## src/rtl/frame_painter_pkg.sv

```systemverilog
// Shared types and defaults for the back-buffer painter and the scan-out stage.
package painter_pkg;

    localparam int FRAME_W_DEF = 160;
    localparam int FRAME_H_DEF = 120;
    localparam int COORD_W_DEF = 8;

    // 4:4:4 pixel, identical to the scan-out stage's pixel type
    typedef struct packed {
        logic [3:0] r;
        logic [3:0] g;
        logic [3:0] b;
    } rgb444_t;

    typedef enum logic [1:0] {
        CLEAR = 2'd0,
        IDLE  = 2'd1,
        DRAW  = 2'd2
    } painter_state_t;

endpackage

```

## src/rtl/frame_painter_if.sv

```systemverilog
// Command and pixel-write bundle between the painter and its neighbours.
//
// Command handshake: a command transfers on a rising clk edge where
// cmd_valid and cmd_ready are both high. The source holds cmd_x/cmd_y/
// cmd_w/cmd_h/cmd_rgb stable while cmd_valid is high and may keep
// cmd_valid high for as long as it likes; cmd_ready never depends
// combinationally on cmd_valid. The write port has no back-pressure:
// every cycle with wr_en high is one pixel written to the frame stores.
interface frame_painter_if #(
    parameter int FRAME_W = painter_pkg::FRAME_W_DEF,
    parameter int FRAME_H = painter_pkg::FRAME_H_DEF,
    parameter int COORD_W = painter_pkg::COORD_W_DEF
);
    import painter_pkg::*;

    logic                       cmd_valid;
    logic                       cmd_ready;
    logic [COORD_W-1:0]         cmd_x;
    logic [COORD_W-1:0]         cmd_y;
    logic [COORD_W-1:0]         cmd_w;
    logic [COORD_W-1:0]         cmd_h;
    rgb444_t                    cmd_rgb;

    logic                       wr_en;
    logic                       wr_frame;
    logic [$clog2(FRAME_H)-1:0] wr_row;
    logic [$clog2(FRAME_W)-1:0] wr_col;
    rgb444_t                    wr_rgb;

    // Command source and frame-store side
    modport master (
        output cmd_valid, cmd_x, cmd_y, cmd_w, cmd_h, cmd_rgb,
        input  cmd_ready, wr_en, wr_frame, wr_row, wr_col, wr_rgb
    );

    // The painter itself
    modport slave (
        input  cmd_valid, cmd_x, cmd_y, cmd_w, cmd_h, cmd_rgb,
        output cmd_ready, wr_en, wr_frame, wr_row, wr_col, wr_rgb
    );

endinterface

```

## src/rtl/frame_painter_bit_sync_edge.sv

```systemverilog
// Two-flop synchroniser for a slow level from another clock domain,
// with a third flop to flag each change of the synchronised level.
module bit_sync_edge (
    input  logic clk,
    input  logic rst,
    input  logic d,
    output logic level,
    output logic toggle
);

    logic meta;
    logic stable;
    logic prev;

    // Synchroniser chain plus history flop for change detection
    always_ff @(posedge clk or posedge rst) begin
        if (rst) begin
            meta   <= 1'b0;
            stable <= 1'b0;
            prev   <= 1'b0;
        end else begin
            meta   <= d;
            stable <= meta;
            prev   <= stable;
        end
    end

    assign level  = stable;
    assign toggle = stable ^ prev;

endmodule

```

## src/rtl/frame_painter.sv

```systemverilog
// Back-buffer rasteriser: clears the hidden frame on every swap, then
// fills clipped rectangles, one pixel write per clock.
module frame_painter
    import painter_pkg::*;
#(
    parameter int FRAME_W = FRAME_W_DEF,
    parameter int FRAME_H = FRAME_H_DEF,
    parameter int COORD_W = COORD_W_DEF
) (
    input  logic           clk,
    input  logic           rst,
    input  logic           active_frame,
    input  rgb444_t        bg_rgb,
    frame_painter_if.slave bus,
    output logic           busy,
    output logic           cmd_aborted,
    output painter_state_t dbg_state
);

    localparam int ROW_W = $clog2(FRAME_H);
    localparam int COL_W = $clog2(FRAME_W);
    localparam int XW    = COORD_W + 1;
    localparam logic [COORD_W:0] FW = XW'(FRAME_W);
    localparam logic [COORD_W:0] FH = XW'(FRAME_H);

    painter_state_t   state, state_d;
    logic             active_sync, swap;
    logic             target;
    logic [ROW_W-1:0] row;
    logic [COL_W-1:0] col, col_start;
    logic [COORD_W:0] col_end, row_end;
    rgb444_t          paint_rgb;

    logic [COORD_W:0] col_nxt, row_nxt, x_sum, y_sum, x_end, y_end;
    logic             last_col, last_row, last_pix, at_origin;
    logic             pixel_go, accept, discard;

    logic             cmd_ready_q, cmd_ready_d;
    logic             wr_en_q, wr_en_d;
    logic             wr_frame_q, wr_frame_d;
    logic [ROW_W-1:0] wr_row_q, wr_row_d;
    logic [COL_W-1:0] wr_col_q, wr_col_d;
    rgb444_t          wr_rgb_q, wr_rgb_d;
    logic             busy_q, busy_d;
    logic             aborted_q, aborted_d;

    bit_sync_edge u_sync (
        .clk    (clk),
        .rst    (rst),
        .d      (active_frame),
        .level  (active_sync),
        .toggle (swap)
    );

    // Scan position, clip limits and command handshake decode
    always_comb begin
        col_nxt   = XW'(col) + XW'(1);
        row_nxt   = XW'(row) + XW'(1);
        last_col  = (col_nxt == col_end);
        last_row  = (row_nxt == row_end);
        last_pix  = last_col && last_row;
        at_origin = (row == '0) && (col == '0);
        pixel_go  = ((state == CLEAR) || (state == DRAW)) && !swap;
        // Widened sums cannot wrap, so clipping is a plain min()
        x_sum     = XW'(bus.cmd_x) + XW'(bus.cmd_w);
        y_sum     = XW'(bus.cmd_y) + XW'(bus.cmd_h);
        x_end     = (x_sum > FW) ? FW : x_sum;
        y_end     = (y_sum > FH) ? FH : y_sum;
        discard   = (bus.cmd_w == '0) || (bus.cmd_h == '0) ||
                    (XW'(bus.cmd_x) >= FW) || (XW'(bus.cmd_y) >= FH);
        accept    = bus.cmd_valid && cmd_ready_q && (state == IDLE) && !swap;
    end

    // State register; reset releases straight into a clear
    always_ff @(posedge clk or posedge rst) begin
        if (rst) state <= CLEAR;
        else     state <= state_d;
    end

    // Next state: a swap overrides everything and restarts the clear
    always_comb begin
        state_d = state;
        case (state)
            CLEAR:   if (last_pix) state_d = IDLE;
            IDLE:    if (accept && !discard) state_d = DRAW;
            DRAW:    if (last_pix) state_d = IDLE;
            default: state_d = CLEAR;
        endcase
        if (swap) state_d = CLEAR;
    end

    // Raster counters, clip window, target frame and fill colour
    always_ff @(posedge clk or posedge rst) begin
        if (rst) begin
            row       <= '0;
            col       <= '0;
            col_start <= '0;
            col_end   <= FW;
            row_end   <= FH;
            target    <= 1'b1;
            paint_rgb <= '0;
        end else if (swap) begin
            row       <= '0;
            col       <= '0;
            col_start <= '0;
            col_end   <= FW;
            row_end   <= FH;
            target    <= ~active_sync;
        end else if (accept && !discard) begin
            row       <= bus.cmd_y[ROW_W-1:0];
            col       <= bus.cmd_x[COL_W-1:0];
            col_start <= bus.cmd_x[COL_W-1:0];
            col_end   <= x_end;
            row_end   <= y_end;
            paint_rgb <= bus.cmd_rgb;
        end else if (pixel_go) begin
            // The clear colour is captured on its first pixel
            if ((state == CLEAR) && at_origin) paint_rgb <= bg_rgb;
            if (last_col) begin
                col <= col_start;
                row <= row_nxt[ROW_W-1:0];
            end else begin
                col <= col_nxt[COL_W-1:0];
            end
        end
    end

    // Next values of the registered outputs; write fields hold when idle
    always_comb begin
        wr_en_d    = pixel_go;
        wr_frame_d = wr_frame_q;
        wr_row_d   = wr_row_q;
        wr_col_d   = wr_col_q;
        wr_rgb_d   = wr_rgb_q;
        if (pixel_go) begin
            wr_frame_d = target;
            wr_row_d   = row;
            wr_col_d   = col;
            wr_rgb_d   = ((state == CLEAR) && at_origin) ? bg_rgb : paint_rgb;
        end
        cmd_ready_d = (state == IDLE) && !swap && !(accept && !discard);
        busy_d      = (state_d != IDLE);
        aborted_d   = swap && (state == DRAW);
    end

    // Output registers
    always_ff @(posedge clk or posedge rst) begin
        if (rst) begin
            cmd_ready_q <= 1'b0;
            wr_en_q     <= 1'b0;
            wr_frame_q  <= 1'b0;
            wr_row_q    <= '0;
            wr_col_q    <= '0;
            wr_rgb_q    <= '0;
            busy_q      <= 1'b0;
            aborted_q   <= 1'b0;
        end else begin
            cmd_ready_q <= cmd_ready_d;
            wr_en_q     <= wr_en_d;
            wr_frame_q  <= wr_frame_d;
            wr_row_q    <= wr_row_d;
            wr_col_q    <= wr_col_d;
            wr_rgb_q    <= wr_rgb_d;
            busy_q      <= busy_d;
            aborted_q   <= aborted_d;
        end
    end

    assign bus.cmd_ready = cmd_ready_q;
    assign bus.wr_en     = wr_en_q;
    assign bus.wr_frame  = wr_frame_q;
    assign bus.wr_row    = wr_row_q;
    assign bus.wr_col    = wr_col_q;
    assign bus.wr_rgb    = wr_rgb_q;
    assign busy          = busy_q;
    assign cmd_aborted   = aborted_q;
    assign dbg_state     = state;

endmodule

```

## src/flat_wrapper.sv

```systemverilog
// flat-port wrapper written by rule: the top's interface ports become plain ports
module frame_painter_flat import painter_pkg::*;
#(
    parameter int FRAME_W = FRAME_W_DEF,
    parameter int FRAME_H = FRAME_H_DEF,
    parameter int COORD_W = COORD_W_DEF
)
  (clk, rst, active_frame, bg_rgb, busy, cmd_aborted, dbg_state, bus_cmd_valid, bus_cmd_x, bus_cmd_y, bus_cmd_w, bus_cmd_h, bus_cmd_rgb, bus_cmd_ready, bus_wr_en, bus_wr_frame, bus_wr_row, bus_wr_col, bus_wr_rgb);
  frame_painter_if #(.FRAME_W(FRAME_W), .FRAME_H(FRAME_H), .COORD_W(COORD_W)) bus_i ();
  input  logic clk;
  input  logic rst;
  input  logic active_frame;
  input  rgb444_t bg_rgb;
  output logic busy;
  output logic cmd_aborted;
  output painter_state_t dbg_state;
  input wire logic [$bits(bus_i.cmd_valid)-1:0] bus_cmd_valid;
  input wire logic [$bits(bus_i.cmd_x)-1:0] bus_cmd_x;
  input wire logic [$bits(bus_i.cmd_y)-1:0] bus_cmd_y;
  input wire logic [$bits(bus_i.cmd_w)-1:0] bus_cmd_w;
  input wire logic [$bits(bus_i.cmd_h)-1:0] bus_cmd_h;
  input wire logic [$bits(bus_i.cmd_rgb)-1:0] bus_cmd_rgb;
  output wire logic [$bits(bus_i.cmd_ready)-1:0] bus_cmd_ready;
  output wire logic [$bits(bus_i.wr_en)-1:0] bus_wr_en;
  output wire logic [$bits(bus_i.wr_frame)-1:0] bus_wr_frame;
  output wire logic [$bits(bus_i.wr_row)-1:0] bus_wr_row;
  output wire logic [$bits(bus_i.wr_col)-1:0] bus_wr_col;
  output wire logic [$bits(bus_i.wr_rgb)-1:0] bus_wr_rgb;
  assign bus_i.cmd_valid = bus_cmd_valid;
  assign bus_i.cmd_x = bus_cmd_x;
  assign bus_i.cmd_y = bus_cmd_y;
  assign bus_i.cmd_w = bus_cmd_w;
  assign bus_i.cmd_h = bus_cmd_h;
  assign bus_i.cmd_rgb = bus_cmd_rgb;
  assign bus_cmd_ready = bus_i.cmd_ready;
  assign bus_wr_en = bus_i.wr_en;
  assign bus_wr_frame = bus_i.wr_frame;
  assign bus_wr_row = bus_i.wr_row;
  assign bus_wr_col = bus_i.wr_col;
  assign bus_wr_rgb = bus_i.wr_rgb;
  frame_painter #(.FRAME_W(FRAME_W), .FRAME_H(FRAME_H), .COORD_W(COORD_W)) u_core (.clk(clk), .rst(rst), .active_frame(active_frame), .bg_rgb(bg_rgb), .bus(bus_i), .busy(busy), .cmd_aborted(cmd_aborted), .dbg_state(dbg_state));
endmodule
```

## config.mk

```make
export PLATFORM = sky130hd
export DESIGN_NAME = frame_painter_flat
export DESIGN_NICKNAME = d
export VERILOG_FILES = /design/src/rtl/frame_painter_pkg.sv /design/src/rtl/frame_painter_if.sv /design/src/rtl/frame_painter_bit_sync_edge.sv /design/src/rtl/frame_painter.sv /design/src/flat_wrapper.sv
export SDC_FILE = /design/constraint.sdc
export NUM_CORES = 1
export LEC_CHECK = 0
export ABC_AREA = 1
export BUFFER_PORTS_ARGS = -buffer_cell sky130_fd_sc_hd__buf_2
export CAP_MARGIN = 30
export CELL_PAD_IN_SITES_DETAIL_PLACEMENT = 0
export CELL_PAD_IN_SITES_GLOBAL_PLACEMENT = 1
export CORE_ASPECT_RATIO = 0.75
export CORE_UTILIZATION = 41
export CTS_CLUSTER_SIZE = 8
export DETAILED_ROUTE_END_ITERATION = 8
export GPL_TIMING_DRIVEN = 0
export PLACE_DENSITY = 0.84
export SYNTH_ARGS = -nofsm -noshare
export SYNTH_HDL_FRONTEND = slang
export SYNTH_SLANG_ARGS = --single-unit
export TNS_END_PERCENT = 20
```

## constraint.sdc

```tcl
create_clock -name clk -period 2.9 [get_ports clk]
set_input_delay 0 -clock clk [delete_from_list [all_inputs] [get_ports clk]]
set_output_delay 0 -clock clk [all_outputs]
set_load 0.1 [all_outputs]
```

Word-level counts from Yosys, hierarchy flattened
Cells that the tools add are included.
Word-level totals
  bits in registers: 91
  latch bits: 0
  memory bits (writable): 0
  bits in read-only memories: 0
  bits of input ports: 60
  output and inout port bits: 34
  logic and storage cells: 92
  memories: 0
Cells by class
  add/sub/neg operators: 4
  multipliers: 0
  div/mod/pow operators: 0
  $lt $le $gt $ge: 4
  eq/ne operators: 5
  shift operators: 0
  multiplexer cells: 23
  bitwise gates (word level): 3
  reductions and logical operators: 30
Operators with widths (number)
  two-way mux 9 bit: 6
  two-way mux 8 bit: 6
  two-way mux 12 bit: 3
  two-way mux 7 bit: 4
  zero test 8 bit: 3
  adder 8 x 8 -> 9 bit: 2
  equality test 9 bit: 2
  logical AND 1 bit: 11
  adder 8 x 1 -> 9 bit, second input constant: 1
  > comparator 9 x 7 -> 1 bit, second input constant: 1
  > comparator 9 x 8 -> 1 bit, second input constant: 1
  adder 7 x 1 -> 8 bit, second input constant: 1
  greater-or-equal comparator 8 x 7 -> 1 bit, second input constant: 1
  greater-or-equal comparator 8 bit, second input constant: 1
  zero test 7 bit: 1
  two-way mux 2 bit: 3
  nonzero test 3 bit: 2
  logical OR 1 bit: 4
  case mux 2 bit (2 select lines): 1
  AND reduction 2 bit: 2
  nonzero test 2 bit: 2
  zero test 1 bit: 3
  equality test 2 x 1 -> 1 bit, second input constant: 1
  equality test 2 bit, second input constant: 1
  5 further kinds: 6

Logic depth before layout (Yosys ltp)
Gate-level depths: netlist (run 1).
  word-level depth: 10
  mapped depth: 16
  mapped depth without buffers: 16

Modules after synthesis
From an unflattened synthesis (run 1), not the netlist that was laid out.
Second synthesis, totals
  cells, all modules: 712
  area, all modules: 5413.9 um2
Modules (own cells, without submodules)
  frame_painter: instances 1, cells each 703, area an instance 5316.3 um2, seq. area each 2210.9 um2
  bit_sync_edge: instances 1, cells each 9, area an instance 97.6 um2, seq. area each 75.1 um2

Worst setup path after synthesis (run 1)
Ideal clock, no wire load.
  kind: flip-flop to flip-flop
  from: register u_core.state[0], in the netlist u_core.dbg_state[0]
  to: register u_core.col_end[1]
  setup time: 126 ps
  data arrival time: 2050 ps
  required time: 2774 ps
  slack: 724 ps
  cell stages (with the launch flop): 9
  buffers on the path: 3
  clock period less this slack: 2176 ps
  cell sequence: dfrtp_1 nand3_1 a21oi_1 nand2_1 buf_4 nand2_1 buf_2 buf_2 o21ai_0
Between the ends
  cells in the longest elaborated chain, start to end: 5
RTL lines
  start: declaration: line frame_painter.sv:26  | painter_state_t state, state_d;
  start signal: assignment: line frame_painter.sv:77  | else state <= state_d;
  equality test 2 x 1 -> 1 bit: line frame_painter.sv:71  | accept = bus.cmd_valid && cmd_ready_q && (state == IDLE) && !swap;
  logical AND 1 bit (2 in series): line frame_painter.sv:71
  logical AND 1 bit: line frame_painter.sv:109  | end else if (accept && !discard) begin
  nonzero test 2 bit (no source line)
  end signal: assignment: line frame_painter.sv:113  | col_end <= x_end;
  end: declaration: line frame_painter.sv:31  | logic [COORD_W:0] col_end, row_end;
No other way between the ends.
A chain may end at the register's enable or synchronous reset.

Final worst setup path (run 1)
  from: register u_core.col[0]
  to: register u_core.paint_rgb[11] (netlist name)
Between the ends
  cells in the longest elaborated chain, start to end: 6
RTL lines
  start: declaration: line frame_painter.sv:30  | logic [COL_W-1:0] col, col_start;
  start signal: assignment: line frame_painter.sv:111  | col <= bus.cmd_x[COL_W-1:0];
  start signal: assignment: line frame_painter.sv:120  | col <= col_start;
  start signal: assignment: line frame_painter.sv:123  | col <= col_nxt[COL_W-1:0];
  zero test 8 bit: line frame_painter.sv:62  | at_origin = (row == '0) && (col == '0);
  logical AND 1 bit: line frame_painter.sv:62
  logical AND 1 bit: line frame_painter.sv:118  | if ((state == CLEAR) && at_origin) paint_rgb <= bg_rgb;
  two-way mux 12 bit (3 in series)
  end signal: assignment: line frame_painter.sv:115  | paint_rgb <= bus.cmd_rgb;
  end signal: assignment: line frame_painter.sv:118
  end: declaration: line frame_painter.sv:32  | rgb444_t paint_rgb;
No other way between the ends. The select of a mux whose other input is x is not followed.

==> flow_summary.yaml, run 1 <==
run_status:
  outcome: "finished clean"
worst_setup_path:
  arrival_ns: 2.70
  path_class: "reg2reg"
  crit_family: "simple AND/OR/NAND/NOR gates"
  cp.required_ns: 3.13
  critPathLaunchType: "flip-flop"
  critPathMaxFanout: 10
  critPathCaptureType: "flip-flop"
  path_cells: "inv_2 > ha_1 > nand2_1 > nor4_1 > nand2_1 > clkbuf_1 > nand2_1 > nand3_1 > o21ai_0 > nor2_1"
  critical_path_buf_inv_count: 2
  crit_path_top_delay_cell: "nor4_1"
  slowest_delay_ns: 0.61
  cpMostUsedCell: "nand2_1"
drt:
  drt_first_pass_iters: 7
  wire_per_inst_um: 14.78
  route.detailed.drc: 0
  wl_um: 14770
  initialDrtViolationCount: 372
  antenna_left: 0
  vias: 5096
  viasPerCell: 5.101
die:
  fp.dieH_um: 100.9
  io_pins: 94
  die-area_mm2: 0.01351
  num_rows: 35
  initial_core_util_pct: 42.85
  coreArea_mm2: 0.01248
  die_x_um: 133.9
timing:
  finClkSkew_ns: 0.007229
  maxSlewHeadroom_pct: 51.65
  max_slew.worst_pin.slew_ns: 0.7186
  drv_slew: 0
  finalSetupTns_ns: 0
  period_share_pct: 85.36
  rsz0062_at_grt: "no"
  setup_viol: 0
  hold_viol_final: 0
  fmax_mhz: 404.0
  finalCriticalPeriod_ns: 2.476
cts:
  clkLatencyLatePin_ns: 0.34
  cts_tree: "done"
  cts.sinks: 91
  cts_inserted_buffers: 9
  htreeDepth: 3
  cts_root_buf: "clkbuf_16"
  cts_buffer_depth: 2
  clk_pin_slew_worst_paths_ns: 0.07
global_route:
  grt_remaining_overflow: 0
  grt_pass1_wl_um: 24130
  grt_max_degree: 66
  antenna_found_initial: 0
  track_usage_pct: 22.85
  first_global_vias: 4926
synthesis:
  netlist_area_mm2: 0.005348
  synth_fp_nets: 785
  synth_edf_count: 0
  ys_seq_area_share_pct: 42.75
  synthArstFlopShare_pct: 100.0
  avgSynthCellArea_um2: 7.607
  ys.warnings.count: 0
  ys_ff_latch: 91
  syn_inst: 703
  synth-main-ff-cell: "dfrtp_1"
  synth.distinct_cells: 35
flow_run:
  cap_violations: 0
place:
  gp_congestion: 0.8331
  dp_hpwl_um: 11410
  portBuffers: 93
power_and_ir_drop:
  powerDensity_mw_per_mm2: 727.6
  p_total_w: 0.004822
  max-vdd-ir-drop_mv: 0.4737
  p_leak_nw: 3.437
finish:
  antenna_cells: 0
  layout_commonest_cell: "nand2_1"
  synthToLayoutAreaGrowth_pct: 23.94
  nets: 910
  layout_common_cells: "nand2_1, buf_2, dfrtp_1"
  drive_gt1_share_pct: 19.09
  fillers: 1207
worst_hold_path:
  hold_class: "in2reg"
==> Yosys cell counts (4+ instances only) <==
cell type / n / share of area, %
nand3_1: 76 / 7.1
nor2_1: 58 / 4.1
dfrtp_1: 84 / 39
nand2_2: 9 / 1.1
nand4_1: 20 / 2.3
xor2_1: 9 / 1.5
clkbuf_1: 11 / 0.77
dfstp_2: 7 / 3.4
o21ai_0: 52 / 4.9
inv_2: 7 / 0.49
ha_1: 20 / 4.7
inv_1: 69 / 4.8
a21oi_1: 16 / 1.5
nor3_1: 6 / 0.56
xnor2_1: 5 / 0.82
nor2_2: 4 / 0.47
nand3b_1: 5 / 0.70
nor4_1: 6 / 0.70
buf_2: 9 / 0.84
o21a_1: 12 / 1.7
nand2_1: 199 / 14
==> layout make-up <==
class	instances	area, um2	share of cell area, %
Clock inverter	7	145.1	2.190
Sequential cell	91	2286	34.49
Buffer	21	93.84	1.416
Tap cell	166	207.7	3.134
Multi-Input combinational cell	514	2684	40.49
Timing Repair Buffer	114	693.2	10.46
Inverter	77	292.8	4.418
Clock buffer	9	225.2	3.398
==> through the flow <==
stage | instance area, um2 | std cells | setup slack, ns | hold WS [ns] | util [%]
2_1_floorplan | 5348 | 703 | 0.5480 | 0.03143 | -
3_3_place_gp | 6021 | 962 | -0.5199 | 0.1129 | 48.24
3_5_place_dp | 6051 | 963 | 0.3082 | 0.01162 | 48.48
4_1_cts | 6621 | 999 | 0.2889 | 0.01522 | 53.05
5_1_grt | 6628 | 999 | 0.1571 | 0.04998 | 53.10
6_report | 6628 | 999 | 0.4245 | 0.009668 | 53.10
==> repair_timing <==
action,CTS,global route
hold endpoints to repair,45,0
setup buffers,0,0
resized for setup,0,1
hold buffers,20,0
setup endpoints to repair,0,5
==> where the power goes <==
group | total [W] | switching (W) | internal, W
Clock | 0.00144 | 0.000509 | 0.000935
Sequential | 0.00160 | 0.000123 | 0.00148
Combinational | 0.00177 | 0.00135 | 0.000422
Total | 0.00482 | 0.00198 | 0.00284
==> flip-flops by register name, summed over array words and instances (netlist names), 7 cells and up <==
| register | cells |
|---|---|
| u_core.col | 8 |
| u_core.row | 7 |
| u_core.row_end | 9 |
| u_core.col_end | 9 |
| u_core.col_start | 8 |
| u_core.bus.wr_rgb | 12 |
| u_core.bus.wr_col | 8 |
| u_core.paint_rgb | 12 |
| u_core.bus.wr_row | 7 |
==> final timing paths <==
check                           cells after the start                   end               start  slack [ns]
worst max-delay path                               10  u_core.paint_rgb[11]       u_core.col[0]        0.42
worst min-delay path                                5         u_core.row[2]        bus_cmd_y[2]        0.01
worst max register to register                     10  u_core.paint_rgb[11]       u_core.col[0]        0.42
worst min register to register                      0   u_core.u_sync.level  u_core.u_sync.meta        0.36
max in group asynchronous                           4     u_core.col_end[7]                 rst        2.03
min in group asynchronous                           3         u_core.row[4]                 rst        0.19
==> layer usage <==
layer,up-vias,share of wire (%),wire [um],track usage [%]
met5,-,0,0,0
met3,17,3.8,561,3.922
met1,2446,50,7325,32.34
met2,93,45,6686,36.27
met4,0,1.3,195,5.682
li1,2540,-,-,-
==> kinds of logic (layout without fill, tap and decap cells) <==
kind of cell / count (synthesis) / after routing / share of synthesized area (%)
xor gates and xnor gates: 15 / 15 / 2.714
buffers and inverters: 98 / 228 / 7.183
AOI/OAI and AO/OA: 86 / 86 / 8.844
adders and majority gates: 22 / 22 / 5.428
and+or+nand+nor: 391 / 391 / 33.08
DFF: 91 / 91 / 42.75
==> tightest hold or removal path, cell delays in order <==
cell     delay [ns]
buf_2          0.09
nand2_1        0.06
o21ai_0        0.06
nand2_1        0.05
nand2_1        0.05
No activity file was read; power rests on OpenSTA's default activity.
==> inputs of run 2 (changes only) <==
- CTS_CLUSTER_DIAMETER: not set -> 150
- clock period: 2.9 -> 2.6 ns (I/O delays scaled with it)
==> run 2 against run 1 <==
Hold slack got worse by 0.00089 ns. Critical path depth stayed put. Flip-flop and latch count stayed put. Setup slack lost 0.16 ns. Clock skew is essentially flat. Critical path type unchanged. Critical endpoint unchanged. Largest cell class unchanged.
==> flow_summary.yaml, run 2 (synthesis gave the netlist of run 1 again) <==
power_and_ir_drop:
  clkPwrFrac_pct: 29.9
  p_leak_nw: 3.438
  internal_power_w: 0.003169
  p_sw_w: 0.002211
  comb_power_share_pct: 36.8
  switching_share_pct: 41.10
  powerDensity_mw_per_mm2: 811.0
  max-vdd-ir-drop_mv: 0.5284
  pwr-share-seq_pct: 33.3
run_status:
  outcome: "finished clean"
drt:
  wire_per_inst_um: 14.83
  vias: 5109
  viasPerCell: 5.114
  initialDrtViolationCount: 363
  route.detailed.drc: 0
  wl_um: 14810
  antenna_left: 0
  drt_first_pass_iters: 5
worst_setup_path:
  critPathCaptureType: "flip-flop"
  path_class: "reg2reg"
  endpoint: "u_core.paint_rgb[11]"
  arrival_ns: 2.57
  r2r_end: "u_core.paint_rgb[11]"
  critPathMaxFanout: 10
  cp-startpoint: "u_core.row[0]"
  critPathLaunchType: "flip-flop"
  reg2reg_from: "u_core.row[0]"
  rr_worst_depth: 10
  rrSetupSlack_ns: 0.26
  cp.required_ns: 2.83
timing:
  rsz0062_at_grt: "no"
  setup_viol: 0
  finalSetupTns_ns: 0
  maxSlewHeadroom_pct: 58.16
  hold_viol_final: 0
  finClkSkew_ns: 0.007342
  setup_slack_ns: 0.2597
  fmax_mhz: 427.3
  max_slew.worst_pin.slew_ns: 0.6224
  finalCriticalPeriod_ns: 2.340
  period_share_pct: 90.01
  drv_slew: 0
finish:
  nets: 910
  finish.utilization_pct: 53.15
  layout_common_cells: "nand2_1, buf_2, dfrtp_1"
  layout_commonest_cell: "nand2_1"
  antenna_cells: 0
  fillers: 1204
  synthToLayoutAreaGrowth_pct: 24.05
  drive_gt1_share_pct: 19.21
die:
  die_x_um: 133.9
  die-area_mm2: 0.01351
  fp.dieH_um: 100.9
  initial_core_util_pct: 42.85
  coreArea_mm2: 0.01248
  io_pins: 94
  num_rows: 35
cts:
  cts_buffer_depth: 2
  clkLatencyLatePin_ns: 0.34
  cts.sinks: 91
  postCtsSetupBuffers: 0
  cts_inserted_buffers: 9
  cts_tree: "done"
  clk_pin_slew_worst_paths_ns: 0.07
  htreeDepth: 3
  cts_root_buf: "clkbuf_16"
global_route:
  track_usage_pct: 22.86
  antenna_found_initial: 0
  grt_remaining_overflow: 0
  first_global_vias: 4938
  grt_pass1_wl_um: 24130
  grt_max_degree: 66
worst_hold_path:
  hold_class: "in2reg"
place:
  dp_hpwl_um: 11410
  portBuffers: 93
  place_ws_ns: 0.008245
  gp_congestion: 0.8331
flow_run:
  cap_violations: 0
==> run 2: how the worst min path moves through the flow <==
stage / start / endpoint / slack, ns / cells past startpoint
floorplan: active_frame / u_core.u_sync.meta / 0.03 / 0
global placement: active_frame / u_core.u_sync.meta / 0.11 / 1
detailed placement: rst / u_core.u_sync.prev / 0.01 / 2
CTS: bus_cmd_y[2] / u_core.row[2] / 0.02 / 5
global route: bus_cmd_y[6] / u_core.row[6] / 0.05 / 5
finish: bus_cmd_y[2] / u_core.row[2] / 0.009 / 5
==> run 2: repair_timing <==
| item | CTS | global route |
|---|---|---|
| hold buffers | 20 | 0 |
| endpoints found under the hold margin | 45 | 0 |
| gates resized for setup | 1 | 1 |
| setup endpoints to repair | 2 | 19 |
==> run 2: final cells by class <==
class | instances | area, um2 | area share [%]
buffer | 21 | 93.84 | 1.415
clock buffer | 9 | 225.2 | 3.395
clock inverter | 7 | 145.1 | 2.188
inverter | 77 | 292.8 | 4.413
multi-input combinational | 514 | 2690 | 40.55
sequential | 91 | 2286 | 34.46
tap | 166 | 207.7 | 3.131
timing repair buffer | 114 | 693.2 | 10.45
==> run 2: through the flow <==
| stage | hold slack, ns | area, um2 | total power, W | std cells |
|---|---|---|---|---|
| final | 0.008778 | 6634 | 0.005380 | 999 |
| after global routing | 0.04998 | 6634 | 0.005644 | 999 |
| after CTS | 0.01522 | 6628 | 0.005405 | 999 |
| after detailed placement | 0.01162 | 6051 | 0.003761 | 963 |
| after global placement | 0.1129 | 6021 | 0.003706 | 962 |
| after floorplan | 0.03143 | 5348 | 0.003333 | 703 |
==> run 2: power groups by stage <==
stage               sequential, W  combinational (W)  clock [W]
floorplan                 0.00262           0.000716          0
global placement          0.00181            0.00190          0
detailed placement        0.00181            0.00195          0
CTS                       0.00179            0.00198    0.00164
global route              0.00182            0.00213    0.00169
finish                    0.00179            0.00198    0.00161
==> run 2: worst max-delay path: stages (launching register included) <==
cell      delay (ns)
dfrtp_1         0.45
inv_1           0.10
ha_1            0.18
nand4_1         0.12
nor4_2          0.48
nand2_1         0.19
clkbuf_1        0.28
nand2_1         0.13
nand3_1         0.09
o21ai_0         0.12
nor2_1          0.07
==> run 2: layer usage <==
layer / GRT usage (%) / wire length, um / share of wire [%] / up-vias
li1: - / - / - / 2539
met1: 32.27 / 7361 / 50 / 2439
met2: 36.07 / 6688 / 45 / 108
met3: 4.123 / 535 / 3.6 / 23
met4: 6.031 / 225 / 1.5 / 0
met5: 0 / 0 / 0 / -
==> inputs of run 3 (changes only) <==
- GPL_ROUTABILITY_DRIVEN: not set -> 0
- SYNTH_HIERARCHICAL: not set -> 1
==> run 3 against run 2 <==
Largest cell class unchanged. Setup slack worse by 0.052 ns. Clock power decreased by 8%. Die area increased by 1.2%. Critical endpoint is now u_core/bus.wr_rgb[8]. Design area grew 0.77%.
==> flow_summary.yaml, run 3 <==
finish:
  design_area_mm2: 0.006685
  layout_commonest_cell: "nand2_1"
  nets: 920
  antenna_cells: 0
  synthToLayoutAreaGrowth_pct: 23.48
  drive_gt1_share_pct: 18.39
  layout_common_cells: "nand2_1, buf_2, inv_1"
flow_run:
  cap_violations: 0
drt:
  wire_per_inst_um: 14.69
  vias: 5135
  viasPerCell: 5.089
  drt_first_pass_iters: 5
  initialDrtViolationCount: 332
  route.detailed.drc: 0
  wl_um: 14820
  antenna_left: 0
place:
  dpl-instance-area_mm2: 0.006117
  portBuffers: 93
  dp_hpwl_um: 11380
global_route:
  use_met2_pct: 33.90
  grt_max_degree: 51
  track_usage_pct: 22.84
  met1_usage_pct: 34.43
  top_usage_layer: "met1"
  first_global_vias: 4670
  grt_remaining_overflow: 0
  met3_usage_pct: 4.054
  grt_pass1_wl_um: 23920
  antenna_found_initial: 0
timing:
  finClkSkew_ns: 0.006713
  finalCriticalPeriod_ns: 2.392
  period_share_pct: 92.00
  max_slew.worst_pin.slew_ns: 0.6524
  rsz0062_at_grt: "yes"
  drv_slew: 0
  holdWs_ns: 0.02513
  finalSetupTns_ns: 0
  setup_viol: 0
  maxSlewHeadroom_pct: 56.51
  hold_viol_final: 0
  fmax_mhz: 418.1
die:
  fp.dieH_um: 101.5
  io_pins: 94
  die-area_mm2: 0.01367
  die_x_um: 134.7
  num_rows: 35
  initial_core_util_pct: 43.08
  coreArea_mm2: 0.01257
cts:
  cts.sinks: 91
  clk_pin_slew_worst_paths_ns: 0.06
  cts_buffer_depth: 2
  htreeDepth: 3
  cts_root_buf: "clkbuf_16"
  cts_inserted_buffers: 9
  clkLatencyLatePin_ns: 0.34
  cts_tree: "done"
power_and_ir_drop:
  pwr-share-seq_pct: 35.2
  comb_power_share_pct: 35.7
  internal_power_w: 0.002990
  switching_share_pct: 41.02
  p_leak_nw: 3.441
  powerDensity_mw_per_mm2: 758.3
  p_total_w: 0.005069
  clkPwrFrac_pct: 29.1
  max-vdd-ir-drop_mv: 0.6524
  p_sw_w: 0.002079
worst_setup_path:
  critPathCaptureType: "flip-flop"
  cp.required_ns: 2.82
  critPathMaxFanout: 10
  arrival_ns: 2.61
  critPathLaunchType: "flip-flop"
  path_class: "reg2reg"
synthesis:
  synth_edf_count: 0
  synth.top_cells.by_area: "dfrtp_1, nand2_1, inv_1"
  synth_top_area_share_pct: 38.83
  synth_top_cell_by_area: "dfrtp_1"
  synth_fp_nets: 794
  syn_inst: 712
  synthArstFlopShare_pct: 100.0
  synth.distinct_cells: 38
  netlist_area_mm2: 0.005414
  ys_ff_latch: 91
  ys.warnings.count: 6
  yosysMostFrequentCell: "nand2_1"
  ys_seq_area_share_pct: 42.22
  synth-main-ff-cell: "dfrtp_1"
  avgSynthCellArea_um2: 7.604
  synth_common_cells: "nand2_1, inv_1, nor2_1"
worst_hold_path:
  hold_class: "in2reg"
run_status:
  outcome: "finished clean"
## run 3: final timing paths
path	slack [ns]	endpoint	startpoint	depth (start not counted)
hold reg to reg	0.38	u_core/u_sync/level	u_core/u_sync/meta	0
min in group asynchronous	0.10	u_core/u_sync/meta	rst	3
hold / removal	0.03	u_core/row[2]	bus_cmd_y[2]	3
setup / recovery	0.21	u_core/bus.wr_rgb[8]	u_core/row[0]	8
max in group asynchronous	1.72	u_core/bus.wr_col[6]	rst	4
setup reg to reg	0.21	u_core/bus.wr_rgb[8]	u_core/row[0]	8
## run 3: metal layers
metal	part of all wire, %	vias up
met2	42	157
met1	51	2406
met3	6.0	11
met5	0	-
met4	0.74	0
li1	-	2561
## run 3: logic make-up after synthesis
| logic type | after synthesis | share of synthesized area [%] |
|---|---|---|
| flip-flops | 91 | 42.22 |
| buffers and inverters | 113 | 8.042 |
| AO/OA/AOI/OAI | 102 | 11.02 |
| AND/OR/NAND/NOR | 371 | 30.90 |
| adder cells (fa/ha/maj) | 22 | 5.362 |
| XOR/XNOR | 13 | 2.450 |
## run 3: power by group through the flow
stage | clock [W] | combinational [W] | sequential (W)
4_1_cts | 0.00151 | 0.00181 | 0.00178
3_3_place_gp | 0 | 0.00175 | 0.00179
5_1_grt | 0.00157 | 0.00194 | 0.00181
3_5_place_dp | 0 | 0.00178 | 0.00180
6_report | 0.00148 | 0.00181 | 0.00178
2_1_floorplan | 0 | 0.000595 | 0.00260
## run 3: per-stage QoR
| step | instances | setup WS (ns) | utilization, % |
|---|---|---|---|
| floorplan | 712 | 0.3140 | - |
| global placement | 971 | -0.6922 | 48.43 |
| detailed placement | 972 | -0.01156 | 48.67 |
| CTS | 1009 | 0.1590 | 53.14 |
| global route | 1009 | -0.01176 | 53.19 |
| finish | 1009 | 0.2081 | 53.19 |
## run 3: cell type report
class	count	area (um2)
multi-input combinational	508	2700
clock buffer	13	280.3
buffer	21	92.59
clock inverter	3	67.56
fill	1219	5883
tap	166	207.7
sequential	91	2286
inverter	92	347.8
timing repair buffer	115	703.2
## run 3: what timing repair did
action	in CTS	in global routing
hold endpoints to repair	54	0
pin swaps	0	0
gates resized for setup	2	3
endpoints found under the setup margin	6	11
hold buffers	21	0
setup buffers	0	0
## run 3: worst max-delay path: stages (launching register included)
cell and delay, ns:
dfrtp_1 0.48, inv_1 0.21, ha_1 0.20, nand4_1 0.09, nor4_1 0.23, nand3_1 0.28
clkbuf_1 0.34, a211oi_1 0.37, nor2_1 0.08
